===== config.mk =====
export PLATFORM = sky130hd
export DESIGN_NAME = bch_scoreboard
export DESIGN_NICKNAME = d
export VERILOG_FILES = /design/src/rtl/bch_scoreboard.sv
export SDC_FILE = /design/constraint.sdc
export NUM_CORES = 1
export LEC_CHECK = 0
export CAP_MARGIN = 40
export CORE_MARGIN = 1
export CORE_UTILIZATION = 61
export DETAILED_ROUTE_END_ITERATION = 10
export PLACE_DENSITY = 0.79
export SYNTH_ARGS = -nofsm -noshare
export SYNTH_HDL_FRONTEND = slang
export SYNTH_SLANG_ARGS = --single-unit

===== constraint.sdc =====
create_clock -name clk -period 12.6 [get_ports clk]
set_input_delay 2.52 -clock clk [delete_from_list [all_inputs] [get_ports clk]]
set_output_delay 2.52 -clock clk [all_outputs]
set_load 0.005 [all_outputs]

===== src/rtl/bch_scoreboard.sv =====
`default_nettype none
// ============================================================================
// Module   : bch_scoreboard
// Brief    : Expected-result scoreboard for the BCH encode/decode chain. One
//            push port logs injected error patterns; three independent streams
//            (present / count / pattern) retire them in order and compare.
//            Optional macro BCH_SB_FIRST_FAIL_EN adds first-mismatch capture.
// Revision : 1.0 - initial release
// ============================================================================
module bch_scoreboard #(
  parameter int DATA_BITS = 64,
  parameter int ERR_SZ    = 4,
  parameter int DEPTH     = 16,
  parameter int CNT_W     = 16
) (
  input  logic                     clk,
  input  logic                     reset_n,
  input  logic                     clear,
  input  logic                     push,
  input  logic [DATA_BITS-1:0]     push_error,
  output logic                     full,
  output logic [$clog2(DEPTH):0]   level,
  input  logic                     present_valid,
  input  logic                     present_value,
  input  logic                     count_valid,
  input  logic [ERR_SZ-1:0]        count_value,
  input  logic                     pattern_valid,
  input  logic [DATA_BITS-1:0]     pattern_value,
  output logic                     wrong,
  output logic [4:0]               cause,
  output logic [CNT_W-1:0]         mismatch_count,
  output logic [CNT_W-1:0]         words_checked
`ifdef BCH_SB_FIRST_FAIL_EN
  ,
  output logic                     first_fail_valid,
  output logic [CNT_W-1:0]         first_fail_index,
  output logic [DATA_BITS-1:0]     first_fail_expected,
  output logic [DATA_BITS-1:0]     first_fail_actual
`endif
);

  localparam int          c_AW      = $clog2(DEPTH);
  localparam int          c_PW      = c_AW + 1;
  localparam logic [31:0] c_ERR_MAX = (32'd1 << ERR_SZ) - 32'd1;

  logic [DATA_BITS-1:0] r_mem_pat [DEPTH];
  logic [ERR_SZ-1:0]    r_mem_cnt [DEPTH];
  logic [DEPTH-1:0]     r_mem_prs;

  logic [c_PW-1:0]  r_wr_ptr, r_rd_p, r_rd_c, r_rd_t;
  logic [4:0]       r_cause;
  logic [CNT_W-1:0] r_mis_cnt, r_words;

  logic [c_PW-1:0]   w_occ_p, w_occ_c, w_occ_t, w_level;
  logic [31:0]       w_pc_raw;
  logic [ERR_SZ-1:0] w_pc_sat;
  logic              w_push_ok, w_ovf, w_ufl;
  logic              w_do_p, w_do_c, w_do_t;
  logic              w_mis_p, w_mis_c, w_mis_t;
  logic [1:0]        w_nmis;
  logic [CNT_W:0]    w_mis_sum;
  logic [CNT_W-1:0]  w_mis_next;
  logic [4:0]        w_cause_set;

  // Pointers carry one extra wrap bit, so modular subtraction gives occupancy
  // directly and a completely full FIFO is distinguishable from an empty one.
  assign w_occ_p = r_wr_ptr - r_rd_p;
  assign w_occ_c = r_wr_ptr - r_rd_c;
  assign w_occ_t = r_wr_ptr - r_rd_t;

  always_comb begin
    w_level = w_occ_p;
    if (w_occ_c > w_level) w_level = w_occ_c;
    if (w_occ_t > w_level) w_level = w_occ_t;
  end

  assign level = w_level;
  assign full  = (w_level == c_PW'(DEPTH));

  always_comb begin
    w_pc_raw = '0;
    for (int i = 0; i < DATA_BITS; i++) w_pc_raw = w_pc_raw + 32'(push_error[i]);
  end
  assign w_pc_sat = (w_pc_raw > c_ERR_MAX) ? ERR_SZ'(c_ERR_MAX) : w_pc_raw[ERR_SZ-1:0];

  assign w_push_ok = push && !full;
  assign w_ovf     = push && full;

  assign w_do_p = present_valid && (r_rd_p != r_wr_ptr);
  assign w_do_c = count_valid   && (r_rd_c != r_wr_ptr);
  assign w_do_t = pattern_valid && (r_rd_t != r_wr_ptr);
  assign w_ufl  = (present_valid && !w_do_p) || (count_valid && !w_do_c) ||
                  (pattern_valid && !w_do_t);

  // Case-inequality so an X/Z result from the decoder is flagged, not hidden.
  assign w_mis_p = w_do_p && (present_value !== r_mem_prs[r_rd_p[c_AW-1:0]]);
  assign w_mis_c = w_do_c && (count_value   !== r_mem_cnt[r_rd_c[c_AW-1:0]]);
  assign w_mis_t = w_do_t && (pattern_value !== r_mem_pat[r_rd_t[c_AW-1:0]]);

  assign w_nmis      = 2'(w_mis_p) + 2'(w_mis_c) + 2'(w_mis_t);
  assign w_mis_sum   = {1'b0, r_mis_cnt} + (CNT_W+1)'(w_nmis);
  assign w_mis_next  = w_mis_sum[CNT_W] ? '1 : w_mis_sum[CNT_W-1:0];
  assign w_cause_set = {w_mis_t, w_mis_c, w_mis_p, w_ufl, w_ovf};

  always_ff @(posedge clk) begin
    if (w_push_ok) begin
      r_mem_pat[r_wr_ptr[c_AW-1:0]] <= push_error;
      r_mem_cnt[r_wr_ptr[c_AW-1:0]] <= w_pc_sat;
      r_mem_prs[r_wr_ptr[c_AW-1:0]] <= |push_error;
    end
  end

  always_ff @(posedge clk or negedge reset_n) begin
    if (!reset_n) begin
      r_wr_ptr <= '0;
      r_rd_p   <= '0;
      r_rd_c   <= '0;
      r_rd_t   <= '0;
    end else begin
      if (w_push_ok) r_wr_ptr <= r_wr_ptr + c_PW'(1);
      if (w_do_p)    r_rd_p   <= r_rd_p + c_PW'(1);
      if (w_do_c)    r_rd_c   <= r_rd_c + c_PW'(1);
      if (w_do_t)    r_rd_t   <= r_rd_t + c_PW'(1);
    end
  end

  always_ff @(posedge clk or negedge reset_n) begin
    if (!reset_n) begin
      r_cause   <= '0;
      r_mis_cnt <= '0;
      r_words   <= '0;
    end else if (clear) begin
      r_cause   <= '0;
      r_mis_cnt <= '0;
      r_words   <= '0;
    end else begin
      r_cause   <= r_cause | w_cause_set;
      r_mis_cnt <= w_mis_next;
      if (w_do_t && (r_words != '1)) r_words <= r_words + CNT_W'(1);
    end
  end

  assign cause          = r_cause;
  assign wrong          = |r_cause;
  assign mismatch_count = r_mis_cnt;
  assign words_checked  = r_words;

`ifdef BCH_SB_FIRST_FAIL_EN
  logic                 r_ff_valid;
  logic [CNT_W-1:0]     r_ff_index;
  logic [DATA_BITS-1:0] r_ff_exp, r_ff_act;

  always_ff @(posedge clk or negedge reset_n) begin
    if (!reset_n) begin
      r_ff_valid <= 1'b0;
      r_ff_index <= '0;
      r_ff_exp   <= '0;
      r_ff_act   <= '0;
    end else if (clear) begin
      r_ff_valid <= 1'b0;
      r_ff_index <= '0;
      r_ff_exp   <= '0;
      r_ff_act   <= '0;
    end else if (w_mis_t && !r_ff_valid) begin
      r_ff_valid <= 1'b1;
      r_ff_index <= r_words;
      r_ff_exp   <= r_mem_pat[r_rd_t[c_AW-1:0]];
      r_ff_act   <= pattern_value;
    end
  end

  assign first_fail_valid    = r_ff_valid;
  assign first_fail_index    = r_ff_index;
  assign first_fail_expected = r_ff_exp;
  assign first_fail_actual   = r_ff_act;
`endif

endmodule
`default_nettype wire


==> flow_metrics.tcl <==
set metrics [dict create \
    status "finished clean" \
    hold_depth 1 \
    grt-ovfl-total 0 \
    cts_made_buffers 112 \
    clkPwrFrac_pct 20.3 \
    cts-resized-gates 0 \
    power_switching_share_pct 36.6 \
    p_switching_mw 5.98 \
    cp-end-kind "register" \
    final_layout_size_suffix_gt1_share_pct 18.6 \
    synth_seq_area_share_pct 70.7 \
    port-buffer-count 183 \
    ctsHoldBuffers 0 \
    yosys-top-cells-count "1104 x edfxtp_1, 233 x mux4_2, 154 x mux2i_1, 136 x inv_1, 87 x xnor2_1" \
    post-route-drc-count 0 \
    slew_headroom_pct 36.5 \
    dieArea_um2 81300 \
    core_area_um2 79100 \
    grt_pass1_wl_mm 183 \
    dp_hpwl_mm 75.8 \
    tns_ns 0 \
    synthTopCellsByArea "edfxtp_1 68%, mux4_2 11%, mux2i_1 3.2%" \
    vias 26600 \
    clock_sinks 1161 \
    worstSetupStartpointType "primary input" \
    pin_count 184 \
    yosysUniqueCellTypes 69 \
    tritoncts "yes" \
    rsz0062_at_grt "no" \
    power_frac_comb_pct 43.8 \
    track_usage_pct 31.4 \
    dr.pass1.iters 6 \
    worstPathArrival_ns 9.51 \
    vias_per_cell 6.64 \
    place_congestion 0.945 \
    min_to "r_rd_c[4]$_DFFE_PN0P_" \
    detail-route-antenna-nets 0 \
    r2r-end "r_mem_pat[1][56]$_DFFE_PP_" \
    fin_ws_ns 3.36 \
    clock-root-buffer "clkbuf_16" \
    ff2ff_path_depth 21 \
    yosys_warnings 0 \
    synth_nets 2828 \
    synth_seq_cells 1161 \
    seqPwrFrac_pct 35.9 \
    clockBufferDepth 3 \
    die_x_um 285 \
    hold_violations 0 \
    synth.largest_area_cell "edfxtp_1" \
    post-route-min-period_ns 9.24 \
    async_flop_share_pct 4.91 \
    maxCapViolCount 0 \
    synth.top_cell.area_share_pct 67.8 \
    setup_violations 0 \
    syn_avg_cell_area_um2 18.9 \
    grt_pass1_vias 27200 \
    num_rows 103 \
    skew_ns 0.0303 \
    grt_max_degree 115 \
    area_growth_pct 14.9 \
    clock_latency_ns 0.69 \
    max_freq_mhz 108 \
    reg2reg_from "r_rd_c[1]$_DFFE_PN0P_" \
    post_cts_buffers 0 \
    wl_per_cell_um 31.5 \
    wl_mm 127 \
    fill_cells 4625 \
    worstPathMaxFanout 18 \
    cts.reportedPaths.clkPinSlew_ns 0.06 \
    r2r_setup_slack_ns 4.59 \
    fin_nets 3116 \
    powerDensity_nw_per_um2 290 \
    fp.dieH_um 285 \
    antenna_found_initial 10 \
    htree_levels 3 \
    yosysMostFrequentCell "edfxtp_1" \
    hp-class "reg2reg" \
    floorplan.initialDensity_pct 61.8 \
    fin_crit_sh_pct 73.3 \
    dpl_worst_slack_ns 2.72 \
    peakVddDrop_mv 0.513 \
    tightest_slew_ns 0.952 \
    synth_ff_type "edfxtp_1" \
    netlist_instances 2581 \
    p_leak_nw 19.0 \
    synth_area_um2 48900 \
    worstHoldStart "r_rd_c[4]$_DFFE_PN0P_" \
    crit_type "in2reg" \
    synth_edf_count 1104 \
    drv_slew 0 \
    critPathRequiredTime_ns 12.87 \
    power.internal_mw 10.4 \
    drt_iter0_markers 3509 \
]
-- final cells by class --
| cell class | instances | area (um2) | share of cell area (%) |
|---|---|---|---|
| well taps | 1050 | 1310 | 2.34 |
| inverters | 139 | 522 | 0.928 |
| clock inverters | 54 | 562 | 0.999 |
| multi-input cells | 1173 | 13300 | 23.6 |
| flip-flops and latches | 1161 | 34600 | 61.5 |
| clock buffers | 151 | 3040 | 5.41 |
| repair buffers | 282 | 2910 | 5.17 |
| diodes | 5 | 12.5 | 0.0223 |
-- how the worst max path moves through the flow --
stage,startpoint,end,slack (ns),depth (start not counted)
2_1_floorplan,r_rd_c[1]$_DFFE_PN0P_,r_mem_cnt[3][0]$_DFFE_PP_,2.25,21
5_1_grt,push_error[47],r_mem_cnt[8][1]$_DFFE_PP_,2.95,22
3_3_place_gp,push_error[47],r_mem_cnt[12][0]$_DFFE_PP_,2.82,22
4_1_cts,push_error[47],r_mem_cnt[8][1]$_DFFE_PP_,3.44,22
3_5_place_dp,push_error[47],r_mem_cnt[15][0]$_DFFE_PP_,2.72,22
6_report,push_error[47],r_mem_cnt[8][1]$_DFFE_PP_,3.36,22
-- through the flow --
step	area (um2)	total power [mW]	hold WS [ns]	util, %	cells
after CTS	56200	16.3	0.502	71.0	4009
after floorplan	48900	10.5	0.464	-	2581
after detailed placement	52600	12.9	0.493	66.5	3804
after global routing	56200	17.1	0.520	71.0	4012
final	56200	16.3	0.502	71.0	4015
after global placement	52100	12.6	0.481	65.9	3782
-- cells by family (layout without fill, tap and decap cells) --
kind of cell               Yosys count  in the layout  synth area share, %
other                                0              5                    0
muxes                              424            424                 14.7
xor gates and xnor gates           149            149                 2.67
AOI/OAI and AO/OA                  195            195                 2.83
and+or+nand+nor                    298            298                 3.01
DFF                               1161           1161                 70.7
adders and majority gates          107            107                 3.64
buffers and inverters              247            626                 2.41
-- critical path, cell delays in order --
cell and delay [ns]:
clkdlybuf4s50_1 0.96, inv_1 0.15, fa_1 0.56, inv_1 0.05, fa_1 0.40, fa_1 0.54, inv_1 0.06, fa_1 0.49
inv_1 0.05, fa_1 0.48, fa_1 0.51, fa_1 0.51, inv_1 0.05, fa_1 0.55, inv_1 0.06, ha_1 0.29
a21o_1 0.15, a21oi_1 0.23, nand2_1 0.08, mux2i_1 0.11, and4b_1 0.33, nand2_1 0.37
-- metal layers --
metal | vias to the layer above | share of wire, % | GRT usage, %
li1 | 10800 | - | -
met1 | 13800 | 37 | 42.1
met2 | 1773 | 50 | 51.5
met3 | 301 | 9.8 | 5.95
met4 | 10 | 3.8 | 12.2
met5 | - | 0.050 | 0
-- cells in the final DEF, fill, tap and decap left out, types with 17 or more instances in the layout --
cell type and n:
xnor2_1 87, nand2_1 76, xor2_1 62, buf_4 76
clkbuf_1 33, nor4_1 21, clkinv_1 24, a221oi_1 19
clkdlybuf4s50_1 182, mux2_2 36, ha_1 48, a21oi_1 52
edfxtp_1 1104, inv_1 135, nor2_1 64, dfrtp_1 53
fa_1 59, clkbuf_16 115, o22ai_1 17, nor2b_1 24
nand4_1 22, mux4_2 233, mux2i_1 154, nand3_1 22
-- registers in the layout (all words and copies together) (netlist names) --
signal          cells
r_wr_ptr            5
r_rd_p              5
r_rd_c              5
r_rd_t              5
cause               5
r_mem_cnt          64
r_mem_pat        1024
words_checked      16
mismatch_count     16
r_mem_prs          16
-- power groups by stage --
stage / combinational [mW] / clock (mW) / sequential [mW]
after floorplan: 4.75 / 0 / 5.78
after global placement: 6.66 / 0 / 5.89
after detailed placement: 7.00 / 0 / 5.93
after CTS: 7.08 / 3.32 / 5.86
after global routing: 7.69 / 3.47 / 5.91
final: 7.15 / 3.31 / 5.87
Note: power is estimated with default switching activity, not from simulation.
